===== config.mk =====
export PLATFORM = sky130hd
export DESIGN_NAME = sample_scheduler
export DESIGN_NICKNAME = d
export VERILOG_FILES = /design/src/rtl/sample_scheduler_pkg.sv /design/src/rtl/sample_scheduler_stepper.sv /design/src/rtl/sample_scheduler.sv
export SDC_FILE = /design/constraint.sdc
export NUM_CORES = 1
export LEC_CHECK = 0
export CORE_MARGIN = 2
export CORE_UTILIZATION = 50
export DETAILED_ROUTE_END_ITERATION = 10
export PLACE_DENSITY = 0.76
export SYNTH_ARGS = -nofsm -noshare
export SYNTH_HDL_FRONTEND = slang
export SYNTH_SLANG_ARGS = --single-unit

===== constraint.sdc =====
create_clock -name clk -period 6.55 [get_ports clk]
set_input_delay 0.9825 -clock clk [delete_from_list [all_inputs] [get_ports clk]]
set_output_delay 0.9825 -clock clk [all_outputs]
set_load 0.02 [all_outputs]

===== src/rtl/sample_scheduler_pkg.sv =====
// Shared raster definitions for the sample scheduler.
//   sched_state_t  : scheduler FSM states (IDLE / WALK / DRAIN)
//   coord_t        : one signed sample/box coordinate at the default width
//   coord_pair_t   : (x, y) coordinate pair
//   AXIS_X/AXIS_Y  : index of each axis inside the [1:0] coordinate ports
//   drain_cnt_w()  : width of a counter that spans 0 .. depth-1
package sample_scheduler_pkg;

    typedef enum logic [1:0] {
        ST_IDLE  = 2'd0,
        ST_WALK  = 2'd1,
        ST_DRAIN = 2'd2
    } sched_state_t;

    localparam int COORD_W = 24;

    typedef logic signed [COORD_W-1:0] coord_t;

    typedef struct packed {
        coord_t x;
        coord_t y;
    } coord_pair_t;

    localparam int AXIS_X = 0;
    localparam int AXIS_Y = 1;

    function automatic int drain_cnt_w(input int depth);
        return (depth > 1) ? $clog2(depth) : 1;
    endfunction

endpackage


===== src/rtl/sample_scheduler_stepper.sv =====
// bbox_stepper: walks a bounding box in raster order.
//   clk, rst          : clock, asynchronous active-low reset
//   load              : latch ll/ur/stride and move to the lower-left corner
//   advance           : step to the next sample position
//   ll_in, ur_in      : box corners (x at AXIS_X, y at AXIS_Y), signed
//   stride_in         : unsigned subsample step
//   pos               : current sample position
//   last              : current position is the final sample of the box
//   degenerate        : the box on ll_in/ur_in contains no samples
module bbox_stepper
    import sample_scheduler_pkg::*;
#(
    parameter int SIGFIG = 24
)
(
    input  logic                     clk,
    input  logic                     rst,
    input  logic                     load,
    input  logic                     advance,
    input  logic signed [SIGFIG-1:0] ll_in [1:0],
    input  logic signed [SIGFIG-1:0] ur_in [1:0],
    input  logic        [SIGFIG-1:0] stride_in,
    output logic signed [SIGFIG-1:0] pos [1:0],
    output logic                     last,
    output logic                     degenerate
);

    localparam int EXT_W = SIGFIG + 1;

    logic signed [SIGFIG-1:0] ll_x;
    logic signed [SIGFIG-1:0] ur_x;
    logic signed [SIGFIG-1:0] ur_y;
    logic        [SIGFIG-1:0] stride_q;
    logic signed [SIGFIG-1:0] x_q;
    logic signed [SIGFIG-1:0] y_q;

    logic signed [EXT_W-1:0] stride_ext;
    logic signed [EXT_W-1:0] x_sum;
    logic signed [EXT_W-1:0] y_sum;
    logic signed [EXT_W-1:0] ur_x_ext;
    logic signed [EXT_W-1:0] ur_y_ext;
    logic                    wrap_x;
    logic                    wrap_y;

    // One extra bit keeps x+stride / y+stride from wrapping near the top of
    // the coordinate range, so the overshoot tests stay correct.
    assign stride_ext = $signed({1'b0, stride_q});
    assign x_sum      = $signed({x_q[SIGFIG-1], x_q}) + stride_ext;
    assign y_sum      = $signed({y_q[SIGFIG-1], y_q}) + stride_ext;
    assign ur_x_ext   = $signed({ur_x[SIGFIG-1], ur_x});
    assign ur_y_ext   = $signed({ur_y[SIGFIG-1], ur_y});

    assign wrap_x = (x_sum > ur_x_ext);
    assign wrap_y = (y_sum > ur_y_ext);
    assign last   = wrap_x && wrap_y;

    assign degenerate = (ur_in[AXIS_X] < ll_in[AXIS_X]) ||
                        (ur_in[AXIS_Y] < ll_in[AXIS_Y]);

    assign pos[AXIS_X] = x_q;
    assign pos[AXIS_Y] = y_q;

    always_ff @(posedge clk or negedge rst) begin
        if (!rst) begin
            ll_x     <= '0;
            ur_x     <= '0;
            ur_y     <= '0;
            stride_q <= '0;
            x_q      <= '0;
            y_q      <= '0;
        end else if (load) begin
            ll_x     <= ll_in[AXIS_X];
            ur_x     <= ur_in[AXIS_X];
            ur_y     <= ur_in[AXIS_Y];
            stride_q <= stride_in;
            x_q      <= ll_in[AXIS_X];
            y_q      <= ll_in[AXIS_Y];
        end else if (advance) begin
            if (wrap_x) begin
                x_q <= ll_x;
                y_q <= y_sum[SIGFIG-1:0];
            end else begin
                x_q <= x_sum[SIGFIG-1:0];
            end
        end
    end

endmodule


===== src/rtl/sample_scheduler.sv =====
// sample_scheduler: accepts triangle bounding boxes and issues one subsample
// location per non-halted cycle in raster order, then waits for the last
// sample to clear the downstream sample-test pipeline before signalling done.
//   clk             : clock
//   rst             : asynchronous active-low reset
//   box_valid_R14H  : box offered
//   box_ready_R14H  : box accepted this cycle (IDLE only)
//   box_ll_R14S     : lower-left corner (x,y)
//   box_ur_R14S     : upper-right corner (x,y), inclusive
//   stride_R14U     : subsample step
//   halt_RnnnnH     : downstream stall, freezes walking and draining
//   sample_R16S     : current sample location (x,y)
//   validSamp_R16H  : sample_R16S is valid
//   tri_done_R18H   : pulse as the last sample leaves the sample-test pipeline
module sample_scheduler
    import sample_scheduler_pkg::*;
#(
    parameter int SIGFIG     = 24,
    parameter int RADIX      = 10,
    parameter int PIPE_DEPTH = 2
)
(
    input  logic                     clk,
    input  logic                     rst,
    input  logic                     box_valid_R14H,
    output logic                     box_ready_R14H,
    input  logic signed [SIGFIG-1:0] box_ll_R14S [1:0],
    input  logic signed [SIGFIG-1:0] box_ur_R14S [1:0],
    input  logic        [SIGFIG-1:0] stride_R14U,
    input  logic                     halt_RnnnnH,
    output logic signed [SIGFIG-1:0] sample_R16S [1:0],
    output logic                     validSamp_R16H,
    output logic                     tri_done_R18H
);

    localparam int CNT_W = drain_cnt_w(PIPE_DEPTH);

    if (PIPE_DEPTH < 1) begin : g_bad_depth
        $error("sample_scheduler: PIPE_DEPTH must be at least 1");
    end
    if (RADIX >= SIGFIG) begin : g_bad_radix
        $error("sample_scheduler: RADIX must leave integer bits in SIGFIG");
    end

    sched_state_t     state;
    sched_state_t     state_next;
    logic [CNT_W-1:0] drain_cnt;
    logic             drain_end;
    logic             load;
    logic             advance;
    logic             last;
    logic             degenerate;

    assign load      = (state == ST_IDLE) && box_valid_R14H;
    assign advance   = (state == ST_WALK) && !halt_RnnnnH;
    // Final non-halted drain cycle: the last sample is leaving the pipeline now.
    assign drain_end = (drain_cnt == CNT_W'(PIPE_DEPTH - 1));

    bbox_stepper #(
        .SIGFIG (SIGFIG)
    ) u_stepper (
        .clk        (clk),
        .rst        (rst),
        .load       (load),
        .advance    (advance),
        .ll_in      (box_ll_R14S),
        .ur_in      (box_ur_R14S),
        .stride_in  (stride_R14U),
        .pos        (sample_R16S),
        .last       (last),
        .degenerate (degenerate)
    );

    always_ff @(posedge clk or negedge rst) begin
        if (!rst) begin
            state <= ST_IDLE;
        end else begin
            state <= state_next;
        end
    end

    always_comb begin
        state_next = state;
        case (state)
            ST_IDLE: begin
                if (box_valid_R14H) begin
                    state_next = degenerate ? ST_DRAIN : ST_WALK;
                end
            end
            ST_WALK: begin
                if (!halt_RnnnnH && last) begin
                    state_next = ST_DRAIN;
                end
            end
            ST_DRAIN: begin
                if (!halt_RnnnnH && drain_end) begin
                    state_next = ST_IDLE;
                end
            end
            default: state_next = ST_IDLE;
        endcase
    end

    always_comb begin
        box_ready_R14H = 1'b0;
        validSamp_R16H = 1'b0;
        tri_done_R18H  = 1'b0;
        case (state)
            ST_IDLE:  box_ready_R14H = 1'b1;
            ST_WALK:  validSamp_R16H = !halt_RnnnnH;
            ST_DRAIN: tri_done_R18H  = !halt_RnnnnH && drain_end;
            default: ;
        endcase
    end

    // Counts non-halted DRAIN cycles; idles at zero outside DRAIN.
    always_ff @(posedge clk or negedge rst) begin
        if (!rst) begin
            drain_cnt <= '0;
        end else if (state != ST_DRAIN) begin
            drain_cnt <= '0;
        end else if (!halt_RnnnnH) begin
            drain_cnt <= drain_end ? '0 : drain_cnt + CNT_W'(1);
        end
    end

endmodule


* After elaboration in Yosys (flattened, before gate mapping)
Cells that the tools add are included.
Cells by class: equal/unequal tests 7, order comparisons 4, shifts and indexed selects 0, div/mod/pow operators 0, bitwise operators 0, mux-type cells 17, multipliers 0, reduce and logical (&&, ||, !) cells 12, add/subtract/negate cells 3
Operators by type and width (count):
- $mux 24 | 6
- $add 24x25->25 | 2
- $gt 25x24->1 | 2
- $lt 24x24->1 | 2
- $mux 2 | 4
- $mux 1 | 6
- $ne 2x2->1 const B | 3
- $pmux 2 s3 | 1
- $logic_and 1x1->1 | 5
- $ne 2x1->1 const B | 2
- $reduce_bool 2->1 | 2
- $reduce_and 3->1 | 1
- $eq 2x1->1 const B | 1
- $eq 2x2->1 const B | 1
- $logic_not 2->1 | 1
- $reduce_and 2->1 | 1
- $add 1x1->1 const B | 1
- $logic_not 1->1 | 1
- $logic_or 1x1->1 | 1
Word-level totals: word-level logic and storage cells 51, register bits 147, latch bits 0, memory bits (writable) 0, memories 0, input port bits 124, output and inout port bits 51, bits in read-only memories 0

* Logic depth before layout (Yosys ltp)
depth after elaboration 6, mapped depth 22, depth with buffers taken out 19

* Hierarchy
From an unflattened synthesis, not the netlist that was laid out.
Second synthesis, totals: cells, all modules 1170, area total of the unflattened synthesis 10605.2 um^2
Modules (own cells, without submodules):
- bbox_stepper | area each 10437.5 um^2, cells each 1152, seq. area each 3603.5 um^2, instances 1
- sample_scheduler | area each 167.7 um^2, cells each 18, seq. area each 75.1 um^2, instances 1

* Worst setup path before layout
Ideal clock, no wire load.
path type register to register, start register u_stepper.x_q[7], end register u_stepper.x_q[17], path buffers 3, clock period less this slack 4479 ps, stages on the path, launching flop included 20, setup slack 2071 ps, setup time 126 ps, data required time 6424 ps, data arrival time 4353 ps, path through dfrtp_1 ha_1 a211o_1 a221o_1 a221oi_4 o21ai_1 o21a_1 o21a_1 nor2_1 xnor2_1 ha_1 nand4_1 nor4_2 nand3_1 a31o_1 clkbuf_1 and2_1 buf_2 buf_2 a221o_1
Between the ends: longest elaborated chain between the ends 5
Ends and longest elaborated chain:
- start, declared | RTL line sample_scheduler_stepper.sv:34 | logic signed [SIGFIG-1:0] x_q;
- start signal, assigned | RTL line sample_scheduler_stepper.sv:76 | x_q <= ll_in[AXIS_X];
- start signal, assigned | RTL line sample_scheduler_stepper.sv:80 | x_q <= ll_x;
- start signal, assigned | RTL line sample_scheduler_stepper.sv:83 | x_q <= x_sum[SIGFIG-1:0];
- $add 24x25->25 (*) | RTL line sample_scheduler_stepper.sv:48 | assign x_sum = $signed({x_q[SIGFIG-1], x_q}) + stride_ext;
- $gt 25x24->1 | RTL line sample_scheduler_stepper.sv:53 | assign wrap_x = (x_sum > ur_x_ext);
- $mux 24 (*) | RTL line sample_scheduler_stepper.sv:79 | if (wrap_x) begin
- $mux 24 (*) | RTL line sample_scheduler_stepper.sv:78 | end else if (advance) begin
- $mux 24 (*) | RTL line sample_scheduler_stepper.sv:71 | end else if (load) begin
Every way passes the cells marked *; elsewhere a longest branch is shown, timed or not. The select of a mux whose other input is x is not followed. A chain may end at the register's enable or synchronous reset.

* Final worst setup path
start register u_stepper.x_q[0], end register u_stepper.y_q[2]
Between the ends: longest elaborated chain between the ends 4
Ends and longest elaborated chain:
- $add 24x25->25 | RTL line sample_scheduler_stepper.sv:48
- $gt 25x24->1 | RTL line sample_scheduler_stepper.sv:53
- $reduce_bool 2->1 (no source line)
- $reduce_and 2->1 (no source line)
- end signal, assigned | RTL line sample_scheduler_stepper.sv:77 | y_q <= ll_in[AXIS_Y];
- end signal, assigned | RTL line sample_scheduler_stepper.sv:81 | y_q <= y_sum[SIGFIG-1:0];
- end, declared | RTL line sample_scheduler_stepper.sv:35 | logic signed [SIGFIG-1:0] y_q;
Every way passes these cells.

==> impl_metrics.yaml <==
outcome:
  outcome: "complete, no violations"
power:
  swShare: 0.490
  sequentialPowerShare: 0.204
  powerDensity_nw_per_um2: 642
  p_switching_mw: 4.12
  ir_drop_mv: 0.333
  total_leakage_power_nw: 6.28
  intPower_mw: 4.28
  power_frac_comb: 0.690
  finalPower_mw: 8.40
  clock_power_share: 0.105
place:
  place_hpwl_um: 22900
  post_dp_cell_area_um2: 12600
  pre_cts_ws_ps: 1640
  io_buffers: 174
  gp_congestion: 0.921
  numPlacedInstances: 1667
setup_path:
  cp_top_family: "compound AO/OA/AOI/OAI gates"
  critPathRequiredTime_ps: 6820
  arrival_ps: 5280
  path_cells: "ha_1, fa_1, a21oi_1, o22ai_1, a221oi_4, o31ai_2, a21oi_2, o21bai_1, xor2_1, ha_1, nand3_1, nor4_2, o311ai_1, nand4_1, a31o_1, and2_1, buf_4, mux2i_1, o21ai_0"
  path_max_fanout: 31
  cp-end-kind: "register"
  crit_buf_inv: 1
  crit_top_cell: "ha_1"
  worst-setup-path-type: "reg -> reg"
  slowest_stage: "nor4_2"
  startpoint_type: "register"
  slowest_delay_ps: 450
synthesis:
  seq_area_frac_synth: 0.347
  synth_top_cell_by_area: "dfrtp_1"
  synthFlopType: "dfrtp_1"
  syn_inst: 1255
  async_reset_ff_frac: 1.00
  yosysMostFrequentCell: "nand2_1"
  synth-seq-cells: 147
  yosysUniqueCellTypes: 66
  synth.avg_cell_area_um2: 8.45
  synthesis.area_um2: 10600
  synth_nets: 1525
  synth_area_leaders: "dfrtp_1, ha_1, nand2_1"
  synth-edff-count: 0
  synthTopCellsByCount: "nand2_1, dfrtp_1, ha_1, o21ai_0, inv_1"
  synth_top_area_share: 0.347
  yosysWarnings: 0
global_route:
  grt.total_usage: 0.274
  grt_pass1_wl_um: 48100
  antenna_found_initial: 0
  grt_max_degree: 102
  overflow: 0
  grt_pass1_vias: 9580
routing:
  drc: 0
  routed_wl_um: 29900
  drt_iter0_markers: 719
  via_count: 9625
  avgViaCountPerCell: 5.67
  first_pass_iters: 5
  wl_per_cell_um: 17.6
  ant_nets: 0
cts:
  ctsHoldBuffers: 0
  clkLatencyLatePin_ps: 430
  cts_tree: "yes"
  numCtsBuffers: 17
  cts_buffer_depth: 2
  cts_resized: 0
  clock-sinks: 147
  clk_pin_slew_ps: 60
  htreeDepth: 4
  cts_setup_buffers: 0
  clockRootBuffer: "clkbuf_16"
timing:
  finalSetupTns_ps: 0
  worst_pin_slew_ps: 978
  final_max_slew_viol_count: 0
  holdWs_ps: 478
  setup_violations: 0
  skew_ps: 9.15
  max_freq_ghz: 0.200
  period_needed_ps: 5000
  rsz0062_at_grt: "no"
  finalHoldViolations: 0
  period_share: 0.764
  fin_ws_ps: 1550
  max-slew-margin-rel: 0.348
floorplan:
  io_pins: 175
  die-width_um: 150
  initial_core_util: 0.507
  row_count: 53
  core_um2: 20900
  die_area_um2: 22400
  die_h_um: 150
min_path:
  hold_class: "reg -> reg"
final_layout:
  syn_to_final_growth_pct: 23.5
  fin_util: 0.627
  fin_nets: 1681
  fin_cells: 1697
  design_area_um2: 13100
  drive_above_1_share: 0.0359
  diodes: 0
run:
  drv_cap: 0
## cell type report
type	count	area (µm²)
Multi-Input combinational cell	953	6340
Fill cell	1836	7790
Inverter	111	417
Timing Repair Buffer	181	1800
Clock buffer	20	457
Tap cell	275	344
Clock inverter	10	62.6
Sequential cell	147	3680
## power groups by stage
| stage | Sequential [mW] | Combinational [mW] | Clock, mW |
|---|---|---|---|
| 2_1_floorplan | 1.76 | 4.01 | 0 |
| 3_3_place_gp | 1.71 | 5.56 | 0 |
| 3_5_place_dp | 1.72 | 5.69 | 0 |
| 4_1_cts | 1.71 | 5.75 | 0.893 |
| 5_1_grt | 1.76 | 6.47 | 0.937 |
| 6_report | 1.72 | 5.80 | 0.886 |
## registers in the layout, summed over array words and instances, names as in the netlist
name                count
drain_cnt               1
state                   2
u_stepper.ll_x         24
u_stepper.stride_q     24
u_stepper.ur_x         24
u_stepper.ur_y         24
u_stepper.x_q          24
u_stepper.y_q          24
## path summary, 6_finish.rpt
kind,cells past startpoint,slack [ps],startpoint,endpoint
max reg2reg,19,1550,u_stepper.x_q[0]$_DFFE_PN0P_,u_stepper.y_q[2]$_DFFE_PN0P_
min,2,480,u_stepper.ll_x[2]$_DFFE_PN0P_,u_stepper.ll_x[2]$_DFFE_PN0P_
max,19,1550,u_stepper.x_q[0]$_DFFE_PN0P_,u_stepper.y_q[2]$_DFFE_PN0P_
max in group asynchronous,2,4790,rst,u_stepper.y_q[22]$_DFFE_PN0P_
min in group asynchronous,1,630,rst,u_stepper.ur_y[2]$_DFFE_PN0P_
min reg2reg,2,480,u_stepper.ll_x[2]$_DFFE_PN0P_,u_stepper.ll_x[2]$_DFFE_PN0P_
## cells in the final DEF (no fill, tap or decap), drive strengths merged, types with 4 or more instances in the layout
master and n:
a211oi 12, a21o 27, a21oi 68, a221o 6
a22oi 22, a31oi 16, and2 7, and3 12
and4 5, buf 8, clkbuf 20, clkdlybuf4s50 173
clkinv 6, clkinvlp 5, dfrtp 147, ha 144
inv 110, mux2i 22, nand2 241, nand2b 6
nand3 25, nand4 14, nor2 60, nor2b 7
nor3 10, nor4 4, o2111ai 6, o211ai 9
o21a 9, o21ai 126, o21bai 6, or2 4
xnor2 29, xor2 14
## kinds of logic (layout without fill, tap and decap cells)
group,count (synthesis),in the layout,share of synthesized area
xor gates and xnor gates,43,43,0.0355
adders and majority gates,146,146,0.174
DFF,147,147,0.347
AOI/OAI and AO/OA,338,338,0.201
buffers and inverters,155,322,0.0556
muxes,22,22,0.0208
and+or+nand+nor,404,404,0.167
## layer usage
layer  GRT usage  up-vias  routed length, µm
li1            -     4708                  -
met1       0.356     4532              12900
met2       0.458      327              14400
met3      0.0567       58               1820
met4      0.0871        0                742
met5           0        -                  0
## worst reg2reg max path: stages (launching register included)
cell and delay [ps]:
dfrtp_1 400, ha_1 230, fa_1 420, a21oi_1 200, o22ai_1 200, a221oi_4 390, o31ai_2 150, a21oi_2 220
o21bai_1 90, xor2_1 160, ha_1 310, nand3_1 180, nor4_2 450, o311ai_1 200, nand4_1 120, a31o_1 280
and2_1 160, buf_4 360, mux2i_1 250, o21ai_0 90
(Power assumes the default switching activity.)
